`src/rtl/ahb_bus_arbiter.sv`:
```
// Round-robin AHB arbiter: registered one-hot HGRANT, tenure-bounded ownership,
// locked transfers, and HREADY-qualified HMASTER/HMASTLOCK address-phase tracking.
module ahb_bus_arbiter #(
    parameter int NUM_MASTERS    = 4,
    parameter int DEFAULT_MASTER = 0,
    parameter int MAX_TENURE     = 16,
    parameter int MW             = $clog2(NUM_MASTERS)
) (
    input  logic                   HCLK,
    input  logic                   HRESETn,
    input  logic [NUM_MASTERS-1:0] HBUSREQ,
    input  logic [NUM_MASTERS-1:0] HLOCK,
    input  logic [1:0]             HTRANS,
    input  logic                   HREADY,
    output logic [NUM_MASTERS-1:0] HGRANT,
    output logic [MW-1:0]          HMASTER,
    output logic                   HMASTLOCK
);

    typedef enum logic [1:0] {
        ST_DEFAULT,
        ST_ACTIVE,
        ST_LOCKED
    } state_t;

    localparam logic [MW-1:0]          DEF_IDX     = MW'(DEFAULT_MASTER);
    localparam logic [NUM_MASTERS-1:0] DEF_ONEHOT  = NUM_MASTERS'(1) << DEFAULT_MASTER;
    localparam logic [7:0]             TENURE_MAX  = 8'(MAX_TENURE);

    state_t                   state_reg, state_next;
    logic [MW-1:0]            g_reg, g_next;
    logic [MW-1:0]            rr_reg, rr_next;
    logic [7:0]               cnt_reg, cnt_next;
    logic [NUM_MASTERS-1:0]   grant_reg, grant_next;
    logic [MW-1:0]            hmaster_reg, hmaster_next;
    logic                     hmastlock_reg, hmastlock_next;

    logic                     expired;
    logic                     g_req;
    logic                     lock_hold;
    logic                     re_arb;
    logic                     found;
    logic [MW-1:0]            cand;
    logic [MW-1:0]            win;
    logic [NUM_MASTERS-1:0]   win_onehot;

    generate
        for (genvar gi = 0; gi < NUM_MASTERS; gi++) begin : g_onehot
            assign win_onehot[gi] = (win == MW'(gi));
        end
    endgenerate

    // Rotating search from rr+1; an expired owner is only taken if nobody else asks.
    always_comb begin
        expired   = (cnt_reg == TENURE_MAX);
        g_req     = HBUSREQ[g_reg];
        lock_hold = (state_reg == ST_LOCKED) && HLOCK[g_reg];
        re_arb    = HREADY && !lock_hold &&
                    (!g_req || expired || (state_reg == ST_DEFAULT));
        found     = 1'b0;
        cand      = '0;
        win       = DEF_IDX;
        for (int k = 1; k <= NUM_MASTERS; k++) begin
            cand = MW'((int'(rr_reg) + k) % NUM_MASTERS);
            if (!found && HBUSREQ[cand] && !((cand == g_reg) && expired)) begin
                found = 1'b1;
                win   = cand;
            end
        end
        if (!found && g_req) begin
            win = g_reg;
        end
    end

    always_comb begin
        state_next     = state_reg;
        g_next         = g_reg;
        rr_next        = rr_reg;
        cnt_next       = cnt_reg;
        grant_next     = grant_reg;
        hmaster_next   = hmaster_reg;
        hmastlock_next = hmastlock_reg;
        if (HREADY) begin
            hmaster_next   = g_reg;
            hmastlock_next = HLOCK[g_reg];
            if (HTRANS[1] && grant_reg[g_reg] && !expired) begin
                cnt_next = cnt_reg + 8'd1;
            end
            if (re_arb) begin
                cnt_next = '0;
                if (win != g_reg) begin
                    g_next     = win;
                    rr_next    = win;
                    grant_next = win_onehot;
                end
                if (!(|HBUSREQ)) begin
                    state_next = ST_DEFAULT;
                end else if (HLOCK[win]) begin
                    state_next = ST_LOCKED;
                end else begin
                    state_next = ST_ACTIVE;
                end
            end else begin
                state_next = HLOCK[g_reg] ? ST_LOCKED : ST_ACTIVE;
            end
        end
    end

    always_ff @(posedge HCLK or negedge HRESETn) begin
        if (!HRESETn) begin
            state_reg     <= ST_DEFAULT;
            g_reg         <= DEF_IDX;
            rr_reg        <= DEF_IDX;
            cnt_reg       <= '0;
            grant_reg     <= DEF_ONEHOT;
            hmaster_reg   <= DEF_IDX;
            hmastlock_reg <= 1'b0;
        end else begin
            state_reg     <= state_next;
            g_reg         <= g_next;
            rr_reg        <= rr_next;
            cnt_reg       <= cnt_next;
            grant_reg     <= grant_next;
            hmaster_reg   <= hmaster_next;
            hmastlock_reg <= hmastlock_next;
        end
    end

    assign HGRANT    = grant_reg;
    assign HMASTER   = hmaster_reg;
    assign HMASTLOCK = hmastlock_reg;

endmodule
```
`config.mk`:
```
export PLATFORM = sky130hd
export DESIGN_NAME = ahb_bus_arbiter
export DESIGN_NICKNAME = d
export VERILOG_FILES = /design/src/rtl/ahb_bus_arbiter.sv
export SDC_FILE = /design/constraint.sdc
export NUM_CORES = 1
export LEC_CHECK = 0
export CORE_MARGIN = 5
export CORE_UTILIZATION = 40
export DETAILED_ROUTE_END_ITERATION = 8
export PLACE_DENSITY_LB_ADDON = 0.1
export SLEW_MARGIN = 20
export SYNTH_ARGS = -nofsm -noshare
export SYNTH_HDL_FRONTEND = slang
export SYNTH_SLANG_ARGS = --single-unit
```
`constraint.sdc`:
```
create_clock -name HCLK -period 4.1 [get_ports HCLK]
set_input_delay 0.41 -clock HCLK [delete_from_list [all_inputs] [get_ports HCLK]]
set_output_delay 0.41 -clock HCLK [all_outputs]
set_load 0.01 [all_outputs]
```
# After elaboration in Yosys (flattened, before gate mapping)
# Index checks and enable logic that the tools add are counted.
# word_totals
regBits	19
latch_bits	0
mem_bits_rw	0
rom_bits	0
input_bits	13
word_cells	94
n_memories	0
# classes
n_addsub	5
n_mul	0
n_div	0
order_cmp	6
n_eq_ne	10
shift	0
n_mux	31
bitwise_logic	0
reduce_logical	36
# op_table
op	count
2-bit by 3-bit less-than comparator with 1-bit output (second input constant)	6
2-bit two-way mux	9
1-bit logical AND	17
1-bit binary-select mux with 2-bit select	8
8-bit two-way mux	2
1-bit two-way mux	12
1-bit logical NOT	11
8-bit by 1-bit adder with 8-bit output (second input constant)	1
2-bit equality test	4
8-bit by 5-bit equality test with 1-bit output (second input constant)	1
2-bit equality test (second input constant)	3
2-bit by 1-bit adder with 2-bit output (second input constant)	2
2-bit adder (second input constant)	2
2-bit logical NOT	2
4-bit OR reduction	1
3-bit AND reduction	1
2-bit by 1-bit equality test with 1-bit output (second input constant)	1
1-bit logical OR	2
2-bit inequality test	1
2-bit AND reduction	1
2-bit nonzero test	1

# Longest topological paths before layout
# Gate-level depths: netlist of the first run.
# depth
ltp_word	26
ltp_mapped	8
mapped_depth_nobuf	7

# Worst setup path before layout of the first run
# No wires, ideal clock.
# synth_timing
kind	register to register
startpoint	register rr_reg[0]
endpoint	register grant_reg[1] (netlist: HGRANT[1])
setup_time_ns	0.125
t_arrival_ns	1.988
required_ns	3.975
path_slack_ns	1.987
stages_incl_launch_ff	7
n_path_buf	1
synth_period_minus_slack_ns	2.113
cell_sequence	dfrtp_1 > buf_6 > mux4_1 > a21boi_0 > o22a_2 > nor3_4 > mux2_2
# synth_between
elab_chain_len	23
elab_cells_between_ends	59
cone_classes	add/sub: 4; eq/ne: 6; mux: 21; reduce/logical: 28
# synth_rtl
element	line_no	source
start, declared	32	logic [MW-1:0] rr_reg, rr_next;
start signal, assigned	121	rr_reg <= rr_next;
2-bit by 1-bit adder with 2-bit output	64	cand = MW'((int'(rr_reg) + k) % NUM_MASTERS);
2-bit equality test	65	if (!found && HBUSREQ[cand] && !((cand == g_reg) && expired)) begin
1-bit logical AND	65	
1-bit logical NOT	65	
1-bit logical AND	65	
1-bit two-way mux	65	
1-bit logical NOT	65	
1-bit logical AND (2 in series)	65	
[5 not listed]	n/a	
1-bit logical NOT	65	
1-bit logical AND (2 in series)	65	
1-bit two-way mux	65	
1-bit logical NOT	70	if (!found && g_req) begin
1-bit logical AND	70	
2-bit two-way mux	70	
2-bit inequality test	91	if (win != g_reg) begin
3-bit AND reduction (no line)	n/a	
end signal, assigned	123	grant_reg <= grant_next;
end, declared	34	logic [NUM_MASTERS-1:0] grant_reg, grant_next;
# Parallel ways exist; a longest one is shown, timed or not. The select of a mux whose other input is x is not followed.
# A chain may end at the register's enable or synchronous reset.

# Worst setup path after layout of the first run
# layout_timing
startpoint	input HBUSREQ[1]
endpoint	register rr_reg[0]
# layout_between
elab_chain_len	21
elab_cells_between_ends	37
cone_classes	eq/ne: 1; mux: 19; reduce/logical: 17
# layout_rtl
element	line_no	source
start, declared	11	input logic [NUM_MASTERS-1:0] HBUSREQ,
1-bit binary-select mux with 2-bit select	65	
1-bit two-way mux (implied by the code)	65	
1-bit logical AND	65	
1-bit two-way mux	65	
1-bit logical NOT	65	
1-bit logical AND (2 in series)	65	
1-bit two-way mux	65	
1-bit logical NOT	65	
[3 not listed]	n/a	
1-bit logical NOT	65	
1-bit logical AND (2 in series)	65	
1-bit two-way mux	65	
1-bit logical NOT	70	
1-bit logical AND	70	
2-bit two-way mux	70	
2-bit inequality test	91	
3-bit AND reduction (no line)	n/a	
# Parallel ways exist; a longest one is shown, timed or not. The select of a mux whose other input is x is not followed.

==> results of run 1 <==
==> metal layers <==
metal  global-route usage, %  up-vias  wire [um]
met5                       0        -          0
met4                    3.11        0         21
met3                    4.33        2        127
met2                    20.7       17       1130
met1                    17.0      455       1180
li1                        -      469          -
==> kinds of logic (layout without fill, tap and decap cells) <==
| group | Yosys count | after routing | synth area share [%] |
|---|---|---|---|
| simple gates | 48 | 48 | 21.8 |
| mux | 13 | 13 | 15.5 |
| compound gates | 20 | 20 | 12.4 |
| buf+inv | 10 | 27 | 3.82 |
| fa+ha+maj | 2 | 2 | 2.07 |
| flops | 19 | 19 | 39.4 |
| xor+xnor | 7 | 7 | 5.06 |
==> worst max-delay path, stage by stage <==
cell,delay (ns)
clkdlybuf4s50_1,0.53
mux4_1,0.55
a21boi_0,0.15
o22a_2,0.29
nor3_4,0.34
mux2_2,0.38
==> power by group <==
group / total (W) / switching (W) / internal [W]
Sequential: 0.000306 / 0.0000610 / 0.000245
Combinational: 0.000397 / 0.000177 / 0.000220
Clock: 0.0000958 / 0.0000587 / 0.0000372
==> cell usage in the layout, fill, tap and decap left out, types with 2 or more instances in the layout <==
cell type,n
and2_1,2
nand3_1,4
nand4_1,4
nor2_1,13
and3_1,4
clkdlybuf4s50_1,18
a21boi_0,4
nand3b_1,3
inv_1,5
o221ai_1,2
a21oi_1,3
nor2b_1,2
xor2_1,6
dfrtp_1,18
nand2_1,10
mux2_2,10
mux4_1,2
ha_1,2
clkbuf_4,3
==> cell type report <==
class | count | area, um2
Fill cell | 286 | 1540
Multi-Input combinational cell | 90 | 688
Sequential cell | 19 | 477
Timing Repair Buffer | 18 | 180
Tap cell | 33 | 41.3
Clock buffer | 3 | 22.5
Inverter | 5 | 18.8
Clock inverter | 1 | 7.51
==> worst paths after layout <==
check | startpoint | end | slack [ns] | cells after the start
max in group asynchronous | HRESETn | cnt_reg[4] | 2.99 | 1
min in group asynchronous | HRESETn | cnt_reg[5] | 0.58 | 1
min | HMASTER[1] | HMASTER[1] | 0.52 | 1
min reg2reg | HMASTER[1] | HMASTER[1] | 0.52 | 1
max | HBUSREQ[1] | rr_reg[0] | 1.64 | 6
max reg2reg | rr_reg[0] | rr_reg[0] | 1.67 | 5
==> per-stage QoR <==
| step | cells | area (um2) | utilization [%] | worst slack [ns] | power (W) |
|---|---|---|---|---|---|
| finish | 169 | 1440 | 48.2 | 1.64 | 0.000799 |
| global route | 169 | 1440 | 48.2 | 1.55 | 0.000857 |
| CTS | 169 | 1440 | 48.2 | 1.66 | 0.000810 |
| detailed placement | 165 | 1410 | 47.2 | 1.32 | 0.000709 |
| global placement | 165 | 1410 | 47.2 | 1.32 | 0.000702 |
| floorplan | 119 | 1210 | - | 1.99 | 0.000585 |
==> impl_metrics.csv, run 1 <==
group,metric,value,unit
route,wl_per_cell,14.6,um
timing,hold_violations,0,
synth,synth_cells,119,
floorplan,die_y,65.0,um
synth,synthFlopType,"dfrtp_1",
synth,syn-num-nets,134,
timing,tightest_slew,0.848,ns
critical_path,worstPathRequired,4.30,ns
cts,cts_resized,0,
synth,syn_avg_cell_area,10.2,um2
grt,grt_pass1_vias,915,
synth,synth_area,0.00121,mm2
synth,synth_edf_count,0,
synth,yosys-top-cells-area,"dfrtp_1 37%, mux2_2 9.3%, mux4_1 4.3%",
critical_path,crit_fanout,9,
pwr,power.density,557,mW/mm2
timing,finalCritPeriodShare,59.9,%
cts,post_cts_buffers,0,
cells_and_area,finalNetCount,152,
cts,clkSinkCount,19,
cells_and_area,syn2layout_area_growth,18.5,%
synth,ys_warn_count,0,
cts,cts_tree,"built",
grt,grt_usage,13.0,%
timing,hold_slack,0.516,ns
route,drtPass1Iterations,4,
status,status,"complete, no violations",
hold_path,hp-class,"flop to flop",
critical_path,crit_arrival,2.65,ns
cts,cts_buffer_depth,2,
synth,yosys-top-cells-count,"18 x dfrtp_1, 13 x nor2_1, 10 x mux2_2, 10 x nand2_1, 6 x xor2_1",
timing,finClkSkew,0.00889,ns
timing,rsz0062_at_grt,"no",
floorplan,start_util,40.7,%
synth,synth_seq_cells,19,
grt,grt_max_degree,20,
timing,slew_viol_final,0,
route,post-route-drc-count,0,
cts,cts_buffers,3,
cts,htree_levels,1,
cts,clkTransAtPathRegs,0.11,ns
pwr,leakagePower,0.601,nW
synth,yosysUniqueCellTypes,40,
place,place_hpwl,1880,um
synth,synth.largest_area_cell,"dfrtp_1",
route,wl,2460,um
route,drt_iter0_markers,57,
cells_and_area,largest_register_ff_count,8,
timing,max_clock_freq,407,MHz
route,vias,943,
grt,antenna_found_initial,0,
critical_path,critical_path_class,"input pin to flop",
timing,slew_headroom,43.3,%
grt,grt_pass1_wl,4260,um
timing,fin_setup_tns,0,ns
timing,finalSetupViolations,0,
synth,ys_seq_area_share,39.4,%
timing,period_needed,2.46,ns
floorplan,top_level_ports,20,
floorplan,rows,20,
pwr,ir_drop,0.000318,V
cts,clock_latency,0.30,ns
synth,synth_most_common_cell,"dfrtp_1",
grt,globalRouteOverflowTotal,0,
cts,cts-root-buf,"clkbuf_4",
floorplan,fp.dieW,65.0,um
critical_path,cp-start-kind,"input pin",
critical_path,end_kind,"flop",
place,numPortBuffers,18,
cells_and_area,drive_above_1_share,15.4,%
route,via_per_inst,5.58,
synth,async_flop_share,100,%
synth,yosysTopAreaCellShare,37.2,%
cts,cts-hold-fix-buffers,0,
cells_and_area,antenna_cells,0,
route,drtAntennaViolNets,0,
floorplan,core,0.00298,mm2
floorplan,dieArea,0.00423,mm2
run,drv_cap,0,
place,finalWeightedCongestion,0.792,
(Power assumes the default switching activity.)
==> run 2: changes to the inputs <==
==> constraint.sdc (replaced) <==
create_clock -name HCLK -period 2.1 [get_ports HCLK]
set_input_delay 0.21 -clock HCLK [delete_from_list [all_inputs] [get_ports HCLK]]
set_output_delay 0.21 -clock HCLK [all_outputs]
set_load 0.01 [all_outputs]
==> impl_metrics.csv, run 2 (synthesis results as in run 1) <==
group,metric,value,unit
status,status,"complete, no violations",
grt,grt_pass1_vias,1056,
cts,cts-root-buf,"clkbuf_4",
route,wl,2740,um
floorplan,fp.dieW,65.0,um
pwr,power_frac_clock,10.3,%
floorplan,core,0.00298,mm2
timing,slew_viol_final,0,
critical_path,cp-start-kind,"flop",
cells_and_area,antenna_cells,0,
cts,clkSinkCount,19,
place,finalWeightedCongestion,0.854,
cts,cts_tree,"built",
floorplan,die_y,65.0,um
route,drt_iter0_markers,71,
pwr,combPwrFrac,57.6,%
cells_and_area,drive_above_1_share,28.6,%
critical_path,crit_arrival,2.22,ns
route,top_layer,"met4",
floorplan,top_level_ports,20,
floorplan,dieArea,0.00423,mm2
critical_path,end_kind,"flop",
pwr,ir_drop,0.000510,V
critical_path,crit_fanout,8,
route,drtPass1Iterations,5,
timing,finalCritPeriodShare,96.5,%
route,met1_length,1250,um
cells_and_area,postLayoutCoreUtil,53.8,%
floorplan,rows,20,
timing,hold_violations,0,
pwr,seq_power_share,32.1,%
cts,cts_buffer_depth,2,
timing,tightest_slew,0.416,ns
critical_path,critical_path_class,"flop to flop",
pwr,power_switching,0.000639,W
pwr,leakagePower,0.705,nW
grt,antenna_found_initial,0,
pwr,swShare,35.2,%
route,drtAntennaViolNets,0,
grt,grt_pass1_wl,4960,um
place,numPortBuffers,18,
route,post-route-drc-count,0,
critical_path,rrSetupSlack,0.07,ns
critical_path,timing.rr.start,"rr_reg[1]",
floorplan,start_util,40.7,%
timing,finClkSkew,0.00639,ns
grt,grt_usage,14.7,%
route,vias,1012,
route,wl_met2,1400,um
cts,clkTransAtPathRegs,0.12,ns
cells_and_area,final_common_cell,"clkdlybuf4s50_1",
pwr,power.density,1130,mW/mm2
route,wl_per_cell,14.7,um
cells_and_area,finalNetCount,170,
critical_path,worst_r2r_path_depth,6,
cts,clock_latency,0.29,ns
route,via_per_inst,5.41,
cts,htree_levels,1,
critical_path,r2r_end,"HGRANT[1]",
grt,globalRouteOverflowTotal,0,
timing,slew_headroom,72.2,%
cts,cts_buffers,3,
timing,hold_slack,0.200,ns
cells_and_area,layout.cells.most_common_list,"18 x clkdlybuf4s50_1, 17 x buf_4, 16 x dfrtp_1",
cells_and_area,largest_register_ff_count,8,
critical_path,worstPathRequired,2.29,ns
timing,max_clock_freq,493,MHz
timing,finalSetupViolations,0,
place,place_hpwl,2170,um
hold_path,hp-class,"input pin to async pin",
route,met3_length,78,um
cts,cts-hold-fix-buffers,0,
pwr,p_int,0.00118,W
cells_and_area,syn2layout_area_growth,32.3,%
run,drv_cap,0,
timing,period_needed,2.03,ns
timing,rsz0062_at_grt,"no",
grt,grt_max_degree,12,
==> run 2: cell types whose count changed in the layout (fill, tap and decap cells not counted), moves of 2 or more <==
cell     before  now
mux2_2       10    5
buf_4         0   17
dfrtp_1      18   16
dfrtp_2       0    2
mux2_4        0    5
==> run 2: final cells by class <==
| class | count | area [um2] |
|---|---|---|
| clock buffer | 3 | 22.5 |
| clock inverter | 1 | 5.00 |
| fill | 293 | 1380 |
| inverter | 5 | 18.8 |
| multi-input combinational | 90 | 717 |
| sequential | 19 | 479 |
| tap | 33 | 41.3 |
| timing repair buffer | 36 | 319 |
==> run 2: metal layers <==
| metal | vias to the layer above | global-route usage, % |
|---|---|---|
| met3 | 2 | 3.47 |
| met4 | 0 | 2.33 |
| li1 | 504 | - |
| met5 | - | 0 |
| met2 | 12 | 26.1 |
| met1 | 494 | 18.4 |
==> run 2: what timing repair did <==
item	4_1_cts	5_1_grt
setup buffers	2	0
hold endpoints to repair	0	0
pin swaps	3	1
resized for setup	8	4
endpoints found under the setup margin	7	8
==> run 2: power by group through the flow <==
stage	registers (W)	clock network (W)	logic [W]
finish	0.000582	0.000187	0.00105
global route	0.000604	0.000213	0.00115
CTS	0.000581	0.000194	0.00103
detailed placement	0.000583	0	0.000932
global placement	0.000582	0	0.000916
floorplan	0.000572	0	0.000565
==> run 2: critical path, stage by stage, from the launching register on <==
cell     delay (ns)
dfrtp_2        0.49
or3b_2         0.48
a211o_1        0.29
a21oi_2        0.18
nor3_4         0.06
buf_6          0.14
mux2_4         0.29
==> run 2: worst max path at each step <==
stage	cells after the start	endpoint	slack, ns	from
5_1_grt	6	rr_reg[0]	0.007	rr_reg[0]
4_1_cts	6	HGRANT[2]	-0.006	rr_reg[0]
6_report	6	HGRANT[1]	0.07	rr_reg[1]
3_5_place_dp	6	HGRANT[1]	-0.22	HBUSREQ[3]
3_3_place_gp	6	HGRANT[2]	-0.19	HBUSREQ[3]
2_1_floorplan	6	HGRANT[1]	0.05	rr_reg[0]
==> run 2: per-stage QoR <==
step	instances	setup WS (ns)	area (um2)	total power (W)	TNS, ns
6_report	187	0.0729	1600	0.00182	0
5_1_grt	187	0.00746	1600	0.00196	0
4_1_cts	187	-0.00633	1590	0.00181	-0.0167
3_5_place_dp	181	-0.218	1530	0.00151	-2.15
3_3_place_gp	181	-0.194	1530	0.00150	-1.78
2_1_floorplan	119	0.0543	1210	0.00114	0
==> run 3: changes to the inputs <==
--- a/config.mk
+++ b/config.mk
@@ -8,7 +8,7 @@
 export CORE_MARGIN = 5
 export CORE_UTILIZATION = 40
 export DETAILED_ROUTE_END_ITERATION = 8
-export PLACE_DENSITY_LB_ADDON = 0.1
+export PLACE_DENSITY = 0.64
 export SLEW_MARGIN = 20
 export SYNTH_ARGS = -nofsm -noshare
 export SYNTH_HDL_FRONTEND = slang
==> constraint.sdc (replaced) <==
create_clock -name HCLK -period 1.9 [get_ports HCLK]
set_input_delay 0.19 -clock HCLK [delete_from_list [all_inputs] [get_ports HCLK]]
set_output_delay 0.19 -clock HCLK [all_outputs]
set_load 0.01 [all_outputs]
==> impl_metrics.csv, run 3 (synthesis results as in run 1) <==
group,metric,value,unit
status,status,"finished with violations",
status,violations,"negative setup slack",
place,place_hpwl,2270,um
grt,grt_usage,15.2,%
floorplan,dieArea,0.00423,mm2
pwr,leakagePower,0.779,nW
route,drtAntennaViolNets,0,
timing,fin_setup_tns,-1.59,ns
cts,cts_buffers,3,
pwr,power_switching,0.000756,W
floorplan,rows,20,
cts,clkSinkCount,19,
place,finalWeightedCongestion,0.806,
cells_and_area,syn2layout_area_growth,42.4,%
cts,cts_buffer_depth,2,
critical_path,worstPathRequired,2.09,ns
grt,grt_pass1_wl,5090,um
timing,tightest_slew,0.284,ns
critical_path,end_kind,"flop",
hold_path,hp-class,"input pin to async pin",
timing,timing.final.ws_setup,-0.153,ns
critical_path,critical_path_class,"flop to flop",
cells_and_area,postLayoutCoreUtil,57.9,%
pwr,p_int,0.00142,W
cts,cts-root-buf,"clkbuf_4",
critical_path,slowest_stage,"mux4_2",
critical_path,crit_fanout,4,
timing,period_needed,2.05,ns
cells_and_area,largest_register_ff_count,8,
cells_and_area,drive_above_1_share,36.9,%
route,post-route-drc-count,0,
pwr,combPwrFrac,62.0,%
timing,hold_violations,0,
critical_path,cp_slowest_stage_delay,0.52,ns
pwr,seq_power_share,28.8,%
cts,clkTransAtPathRegs,0.11,ns
cts,clock_latency,0.29,ns
pwr,ir_drop,0.000843,V
place,dpl_cell_area,0.00161,mm2
place,numPortBuffers,18,
floorplan,die_y,65.0,um
pwr,swShare,34.8,%
route,wl,3020,um
pwr,power.density,1260,mW/mm2
critical_path,cp-start-kind,"flop",
cts,cts_tree,"built",
critical_path,cp_top_family,"multiplexers",
timing,max_clock_freq,487,MHz
grt,globalRouteOverflowTotal,0,
pwr,power_frac_clock,9.2,%
cells_and_area,antenna_cells,0,
timing,rsz0062_at_grt,"yes",
route,via_per_inst,5.56,
timing,hold_slack,0.212,ns
floorplan,top_level_ports,20,
critical_path,crit_arrival,2.25,ns
route,vias,1118,
cells_and_area,layout.cells.most_common_list,"30 x buf_4, 18 x clkdlybuf4s50_1, 16 x dfrtp_1",
critical_path,crit_chain,"mux4_2, a21boi_1, o22a_2, nor3_4, buf_6, mux2_4",
timing,finClkSkew,0.00746,ns
cells_and_area,fin_area,0.00172,mm2
grt,grt_max_degree,20,
timing,finalCritPeriodShare,108,%
floorplan,fp.dieW,65.0,um
timing,slew_viol_final,0,
cells_and_area,finalNetCount,184,
cells_and_area,final_common_cell,"buf_4",
critical_path,path_buf_inv,1,
route,drtPass1Iterations,4,
floorplan,start_util,40.7,%
timing,finalSetupViolations,16,
route,wl_per_cell,15.0,um
floorplan,core,0.00298,mm2
grt,grt_pass1_vias,1166,
grt,antenna_found_initial,0,
cts,htree_levels,1,
timing,slew_headroom,80.9,%
route,drt_iter0_markers,70,
run,drv_cap,0,
## run 3: timing repair
action,in CTS,in global routing
pin swaps,4,2
hold buffers,0,0
gates resized for setup,17,3
setup buffers,5,0
setup endpoints to repair,16,16
## run 3: power groups by stage
stage                     combinational (W)  sequential [W]  clock (W)
after floorplan                    0.000624        0.000632          0
after global placement              0.00109        0.000637          0
after detailed placement            0.00112        0.000646          0
after CTS                           0.00134        0.000626   0.000209
after global routing                0.00145        0.000642   0.000228
final                               0.00135        0.000625   0.000200
## run 3: final cells by class
| class | instances | area, um2 |
|---|---|---|
| clock inverters | 1 | 5.00 |
| multi-input cells | 90 | 729 |
| clock buffers | 3 | 22.5 |
| flip-flops and latches | 19 | 479 |
| inverters | 5 | 18.8 |
| repair buffers | 50 | 428 |
| well taps | 33 | 41.3 |
| fillers | 259 | 1250 |
## run 3: metrics by stage
stage / instances / setup WS, ns / power (W)
final: 201 / -0.153 / 0.00217
after global routing: 201 / -0.228 / 0.00232
after CTS: 201 / -0.206 / 0.00217
after detailed placement: 192 / -0.443 / 0.00177
after global placement: 192 / -0.368 / 0.00173
after floorplan: 119 / -0.146 / 0.00126
## run 3: worst paths after layout
check | start | endpoint | slack (ns) | cells past startpoint
max in group asynchronous | HRESETn | HGRANT[0] | 1.43 | 2
hold reg to reg | HMASTER[0] | HMASTER[0] | 0.53 | 1
hold / removal | HRESETn | cnt_reg[3] | 0.21 | 2
setup / recovery | rr_reg[0] | HGRANT[2] | -0.15 | 6
setup reg to reg | rr_reg[0] | HGRANT[2] | -0.15 | 6
min in group HCLK | HMASTER[0] | HMASTER[0] | 0.53 | 1
## run 3: layer usage
layer  routed length, um  global-route usage, %  part of all wire (%)
met2                1650                   28.2                    55
met3                 131                   3.81                   4.3
met5                   0                      0                     0
met4                  29                   4.92                  0.96
met1                1210                   16.6                    40
## run 3: worst reg2reg max path, stage by stage, from the launching register on
cell      delay [ns]
dfrtp_2         0.45
mux4_2          0.52
a21boi_1        0.14
o22a_2          0.24
nor3_4          0.16
buf_6           0.15
mux2_4          0.29
